<file path="config.mk">
export PLATFORM = sky130hd
export DESIGN_NAME = cache_mem_arbiter
export DESIGN_NICKNAME = d
export VERILOG_FILES = /design/src/rtl/cache_mem_arbiter.sv
export SDC_FILE = /design/constraint.sdc
export NUM_CORES = 1
export LEC_CHECK = 0
export CAP_MARGIN = 10
export CORE_AREA = 10 10 158 160
export CTS_CLUSTER_DIAMETER = 150
export DETAILED_ROUTE_END_ITERATION = 6
export DIE_AREA = 0 0 168 170
export GPL_TIMING_DRIVEN = 0
export PLACE_DENSITY = 0.89
export SYNTH_ARGS = -nofsm -noshare
export SYNTH_HDL_FRONTEND = slang
export SYNTH_SLANG_ARGS = --single-unit
</file>
<file path="constraint.sdc">
create_clock -name clk -period 2.9 [get_ports clk]
set_clock_uncertainty 0.05 [all_clocks]
set_input_delay 0.29 -clock clk [delete_from_list [all_inputs] [get_ports clk]]
set_output_delay 0.29 -clock clk [all_outputs]
set_load 0.005 [all_outputs]
</file>
<file path="src/rtl/cache_mem_arbiter.sv">
// cache_mem_arbiter
//   Shares one memory port between the ICache line-fill path and the DCache
//   line-fill and write-back paths. It serves one transaction at a time. A
//   dirty write-back always wins arbitration. Read fills are round-robin
//   between the two caches.
//
// Ports
//   clk, rst                 clock, synchronous active-high reset
//   ic_rd_req/ic_rd_addr     ICache line-fill request (held until ic_ret_last)
//   ic_ret_valid/ic_ret_last return beat strobes for the ICache
//   dc_rd_req/dc_rd_addr     DCache line-fill request (held until dc_ret_last)
//   dc_ret_valid/dc_ret_last return beat strobes for the DCache
//   ret_data                 shared return data, passthrough of mem_ret_data
//   dc_wr_req/dc_wr_addr     DCache write-back request (held until dc_wr_done)
//   dc_wr_line               dirty line, word 0 in the LSBs
//   dc_wr_done               one-cycle write-back completion pulse
//   mem_rd_*                 memory read command / handshake / return beats
//   mem_wr_*                 memory write beats / handshake / burst response
module cache_mem_arbiter #(
  parameter int unsigned ADDR_W     = 32,
  parameter int unsigned DATA_W     = 32,
  parameter int unsigned LINE_WORDS = 4
) (
  input  logic                         clk,
  input  logic                         rst,
  input  logic                         ic_rd_req,
  input  logic [ADDR_W-1:0]            ic_rd_addr,
  output logic                         ic_ret_valid,
  output logic                         ic_ret_last,
  input  logic                         dc_rd_req,
  input  logic [ADDR_W-1:0]            dc_rd_addr,
  output logic                         dc_ret_valid,
  output logic                         dc_ret_last,
  output logic [DATA_W-1:0]            ret_data,
  input  logic                         dc_wr_req,
  input  logic [ADDR_W-1:0]            dc_wr_addr,
  input  logic [LINE_WORDS*DATA_W-1:0] dc_wr_line,
  output logic                         dc_wr_done,
  output logic                         mem_rd_req,
  output logic [ADDR_W-1:0]            mem_rd_addr,
  input  logic                         mem_rd_ack,
  input  logic                         mem_ret_valid,
  input  logic                         mem_ret_last,
  input  logic [DATA_W-1:0]            mem_ret_data,
  output logic                         mem_wr_req,
  output logic [ADDR_W-1:0]            mem_wr_addr,
  output logic [DATA_W-1:0]            mem_wr_data,
  output logic                         mem_wr_last,
  input  logic                         mem_wr_ack,
  input  logic                         mem_wr_resp
);

  localparam int unsigned CNT_W = $clog2(LINE_WORDS);

  localparam logic [2:0] S_IDLE    = 3'd0;
  localparam logic [2:0] S_RD_ADDR = 3'd1;
  localparam logic [2:0] S_RD_DATA = 3'd2;
  localparam logic [2:0] S_WR_DATA = 3'd3;
  localparam logic [2:0] S_WR_RESP = 3'd4;

  localparam logic OWN_IC = 1'b0;
  localparam logic OWN_DC = 1'b1;

  logic [2:0]                   state_q, state_d;
  logic                         owner_q, owner_d;
  logic                         rr_last_q, rr_last_d;
  logic [ADDR_W-1:0]            addr_q, addr_d;
  logic [LINE_WORDS*DATA_W-1:0] line_q, line_d;
  logic [CNT_W-1:0]             cnt_q, cnt_d;

  logic [DATA_W-1:0] words [LINE_WORDS];
  logic              last_word;
  logic              rd_pick_dc;

  always_comb begin
    for (int unsigned i = 0; i < LINE_WORDS; i++) begin
      words[i] = line_q[i*DATA_W +: DATA_W];
    end
  end

  assign last_word = (cnt_q == CNT_W'(LINE_WORDS - 1));

  // DC wins a read grant when it is the only reader, or on a tie when IC
  // was the previous read winner.
  assign rd_pick_dc = dc_rd_req && (!ic_rd_req || (rr_last_q == OWN_IC));

  always_comb begin
    state_d   = state_q;
    owner_d   = owner_q;
    rr_last_d = rr_last_q;
    addr_d    = addr_q;
    line_d    = line_q;
    cnt_d     = cnt_q;
    case (state_q)
      S_IDLE: begin
        if (dc_wr_req) begin
          owner_d = OWN_DC;
          addr_d  = dc_wr_addr;
          line_d  = dc_wr_line;
          cnt_d   = '0;
          state_d = S_WR_DATA;
        end else if (ic_rd_req || dc_rd_req) begin
          owner_d = rd_pick_dc ? OWN_DC : OWN_IC;
          addr_d  = rd_pick_dc ? dc_rd_addr : ic_rd_addr;
          state_d = S_RD_ADDR;
        end
      end
      S_RD_ADDR: begin
        // A beat arriving together with the command ack is ignored.
        if (mem_rd_ack) begin
          rr_last_d = owner_q;
          state_d   = S_RD_DATA;
        end
      end
      S_RD_DATA: begin
        // The burst ends on the memory's last flag; beats are not counted.
        if (mem_ret_valid && mem_ret_last) begin
          state_d = S_IDLE;
        end
      end
      S_WR_DATA: begin
        if (mem_wr_ack) begin
          cnt_d = cnt_q + CNT_W'(1);
          if (last_word) begin
            state_d = S_WR_RESP;
          end
        end
      end
      S_WR_RESP: begin
        if (mem_wr_resp) begin
          state_d = S_IDLE;
        end
      end
      default: state_d = S_IDLE;
    endcase
  end

  always_ff @(posedge clk) begin
    if (rst) begin
      state_q   <= S_IDLE;
      owner_q   <= OWN_IC;
      rr_last_q <= OWN_DC;
      addr_q    <= '0;
      line_q    <= '0;
      cnt_q     <= '0;
    end else begin
      state_q   <= state_d;
      owner_q   <= owner_d;
      rr_last_q <= rr_last_d;
      addr_q    <= addr_d;
      line_q    <= line_d;
      cnt_q     <= cnt_d;
    end
  end

  // Command strobes decode registered state only; return strobes pass the
  // memory beat through with no added latency.
  always_comb begin
    mem_rd_req   = 1'b0;
    mem_rd_addr  = '0;
    mem_wr_req   = 1'b0;
    mem_wr_addr  = '0;
    mem_wr_data  = '0;
    mem_wr_last  = 1'b0;
    ic_ret_valid = 1'b0;
    ic_ret_last  = 1'b0;
    dc_ret_valid = 1'b0;
    dc_ret_last  = 1'b0;
    dc_wr_done   = 1'b0;
    case (state_q)
      S_RD_ADDR: begin
        mem_rd_req  = 1'b1;
        mem_rd_addr = addr_q;
      end
      S_RD_DATA: begin
        if (owner_q == OWN_DC) begin
          dc_ret_valid = mem_ret_valid;
          dc_ret_last  = mem_ret_valid && mem_ret_last;
        end else begin
          ic_ret_valid = mem_ret_valid;
          ic_ret_last  = mem_ret_valid && mem_ret_last;
        end
      end
      S_WR_DATA: begin
        mem_wr_req  = 1'b1;
        mem_wr_addr = addr_q;
        mem_wr_data = words[cnt_q];
        mem_wr_last = last_word;
      end
      S_WR_RESP: begin
        dc_wr_done = mem_wr_resp;
      end
      default: ;
    endcase
  end

  assign ret_data = mem_ret_data;

endmodule
</file>
==> results_dict.tcl <==
set metrics [dict create \
    outcome "complete, no violations" \
    synth-seq-cells 167 \
    timing.final.crit_period_ns 2.78 \
    fmax_mhz 360 \
    clock_path_buffers 2 \
    start_kind "flop" \
    path_clk_slew_ns 0.07 \
    row_count 54 \
    powerDensity_mw_per_mm2 488 \
    synth_area_leaders "dfxtp_1, nand2_1, and2_1" \
    cts_root_buf "clkbuf_16" \
    remaining_drc_errors 0 \
    leakagePower_uw 0.00486 \
    ant_nets 0 \
    drtIter0Drc 511 \
    arrival_ns 2.44 \
    io_buffers 368 \
    vias_per_cell 5.27 \
    min_to "addr_q[26]$_SDFFE_PP0P_" \
    yosysWarnings 0 \
    htreeDepth 4 \
    grt_first_pass_wirelength_mm 54.1 \
    netlist_area_mm2 0.00861 \
    die_area_mm2 0.0286 \
    cts_sinks 167 \
    drv_cap 0 \
    fp.dieH_um 170 \
    place_inst 1694 \
    grtUsageTotal_pct 24.2 \
    core-area_mm2 0.0217 \
    met3_length_mm 3.88 \
    nNetsFinal 1701 \
    crit_fanout 10 \
    multi_input_area_mm2 0.00454 \
    max-slew-margin-rel_pct 47.6 \
    gp_congestion 0.899 \
    p_int_uw 4490 \
    worst-setup-path-type "flop to output port" \
    syn_nets 1313 \
    overflow 0 \
    first_global_vias 9658 \
    regToRegEndpoint "cnt_q[1]$_SDFFE_PP0P_" \
    routed-wl-met2_mm 18.0 \
    hp-class "primary input to flop" \
    antenna_found_initial 4 \
    die_w_um 168 \
    start_util_pct 39.7 \
    drt-pass1-iter-count 5 \
    synth_edf_count 0 \
    r2r_cells 6 \
    p_seq_share_pct 41.1 \
    place_hpwl_mm 28.8 \
    numCtsBuffers 17 \
    synth_most_common_cell "nand2_1" \
    worstPathRequired_ns 2.56 \
    met1_length_mm 12.9 \
    combPwrFrac_pct 24.9 \
    pwr-share-clk_pct 34.0 \
    yosys-top-cells-count "nand2_1, dfxtp_1, a21oi_1" \
    routedWlPerCell_um 21.0 \
    finalCritPeriodShare_pct 95.9 \
    netlist_instances 1046 \
    p_sw_share_pct 30.7 \
    ys_async_sr_fraction_pct 0 \
    route.vias.total 9110 \
    end_kind "output port" \
    clock_latency_ns 0.41 \
    final_util_pct 61.2 \
    power_switching_uw 1990 \
    finalMaxSlewViolations 0 \
    ios 402 \
    top_layer "met5" \
    worstMarginPinSlew_ns 0.785 \
    hold_viol 0 \
    area_growth_syn_to_layout_pct 54.2 \
    drive_gt1_share_pct 9.95 \
    ys_seq_area_share_pct 38.8 \
    synth.top_cell.area_share_pct 38.8 \
    setup_viol 0 \
    synth_area_per_cell_um2 8.23 \
    r2r-start "state_q[0]$_SDFFE_PP0P_" \
    yosysTopAreaCell "dfxtp_1" \
    final_cells 1729 \
    grt_max_degree 18 \
    reg2reg_slack_ns 0.90 \
    ys.flop_type "dfxtp_1" \
    hold_depth 4 \
    fill_cells 1860 \
    routed_wirelength_mm 36.4 \
    ir_drop_mv 0.272 \
    hold_start "rst" \
    synth.distinct_cells 33 \
    regArea_mm2 0.00334 \
    cts_tree "yes" \
]
sequential cells by signal, indices dropped and copies added (netlist names):
name       cells
line_q       128
rr_last_q      1
state_q        3
addr_q        32
owner_q        1
cnt_q          2
power by group through the flow:
stage | clock network [µW] | logic (µW) | registers [µW]
floorplan | 0 | 826 | 2650
detailed placement | 0 | 1580 | 2710
CTS | 2230 | 1600 | 2660
global placement | 0 | 1550 | 2700
finish | 2200 | 1610 | 2660
global route | 2320 | 1750 | 2680
cell usage in the layout, fill, tap and decap left out, types with 2 or more instances in the layout:
| cell type | count |
|---|---|
| nor2_1 | 3 |
| clkinvlp_4 | 2 |
| nand4b_1 | 2 |
| or3_1 | 3 |
| nor3b_1 | 2 |
| clkbuf_2 | 6 |
| and2_1 | 129 |
| clkinv_2 | 3 |
| clkbuf_1 | 55 |
| dfxtp_1 | 167 |
| a21oi_1 | 130 |
| a31oi_1 | 3 |
| mux4_2 | 32 |
| nand3_1 | 2 |
| nand2_1 | 264 |
| nor4b_1 | 3 |
| clkbuf_16 | 17 |
| inv_6 | 5 |
| inv_8 | 4 |
| buf_2 | 21 |
| o41ai_1 | 32 |
| diode_2 | 2 |
| nor2b_1 | 64 |
| a221oi_1 | 32 |
| buf_6 | 15 |
| o21ai_0 | 32 |
| buf_4 | 33 |
| clkdlybuf4s50_1 | 368 |
| nor3_1 | 3 |
stage by stage:
stage	TNS, ns	instance area [µm²]	power (µW)	hold slack [ns]	worst slack [ns]
2_1_floorplan	0	8610	3470	0.376	1.07
6_report	0	13300	6480	0.362	0.119
3_3_place_gp	-0.131	12600	4240	0.389	-0.0366
4_1_cts	0	13200	6490	0.338	0.0274
5_1_grt	-0.00150	13300	6760	0.359	-0.00150
3_5_place_dp	-0.611	12600	4290	0.395	-0.0939
layer usage:
| metal | global-route usage (%) | vias up |
|---|---|---|
| met3 | 9.24 | 89 |
| met4 | 10.7 | 4 |
| li1 | - | 4314 |
| met1 | 25.2 | 4229 |
| met2 | 42.5 | 474 |
| met5 | 0 | - |
worst max-delay path, stage by stage (launching register included):
cell             delay [ns]
dfxtp_1                0.33
buf_2                  0.26
buf_6                  0.24
mux4_2                 0.52
and2_1                 0.17
clkdlybuf4s50_1        0.50
cell families after synthesis:
family	share of synthesized area, %
DFF	38.8
AOI/OAI and AO/OA	16.6
and+or+nand+nor	27.5
buffers and inverters	8.49
muxes	8.49
adders and majority gates	0.145
cell type report:
| class | instances | share of cell area, % |
|---|---|---|
| tap | 280 | 2.64 |
| timing repair buffer | 370 | 28.0 |
| antenna | 2 | 0.0377 |
| clock inverter | 15 | 1.02 |
| sequential | 167 | 25.2 |
| clock buffer | 17 | 3.21 |
| buffer | 130 | 5.71 |
| multi-input combinational | 748 | 34.2 |
timing repair:
| action | CTS | global route |
|---|---|---|
| gates cloned | 0 | 0 |
| gates resized for setup | 12 | 7 |
| pin swaps | 0 | 0 |
| hold buffers | 0 | 0 |
| setup buffers | 0 | 2 |
| setup endpoints to repair | 65 | 51 |
how the worst max path moves through the flow:
stage / slack (ns) / cells after the start / startpoint / to
2_1_floorplan: 1.07 / 4 / cnt_q[0]$_SDFFE_PP0P_ / mem_wr_data[10]
3_3_place_gp: -0.04 / 6 / state_q[2]$_SDFFE_PP0P_ / mem_wr_data[13]
3_5_place_dp: -0.09 / 6 / state_q[2]$_SDFFE_PP0P_ / mem_wr_data[12]
4_1_cts: 0.03 / 5 / state_q[2]$_SDFFE_PP0P_ / mem_wr_data[12]
5_1_grt: -0.001 / 5 / cnt_q[0]$_SDFFE_PP0P_ / mem_wr_data[12]
6_report: 0.12 / 5 / cnt_q[0]$_SDFFE_PP0P_ / mem_wr_data[4]
No activity file was read; power rests on OpenSTA's default activity.
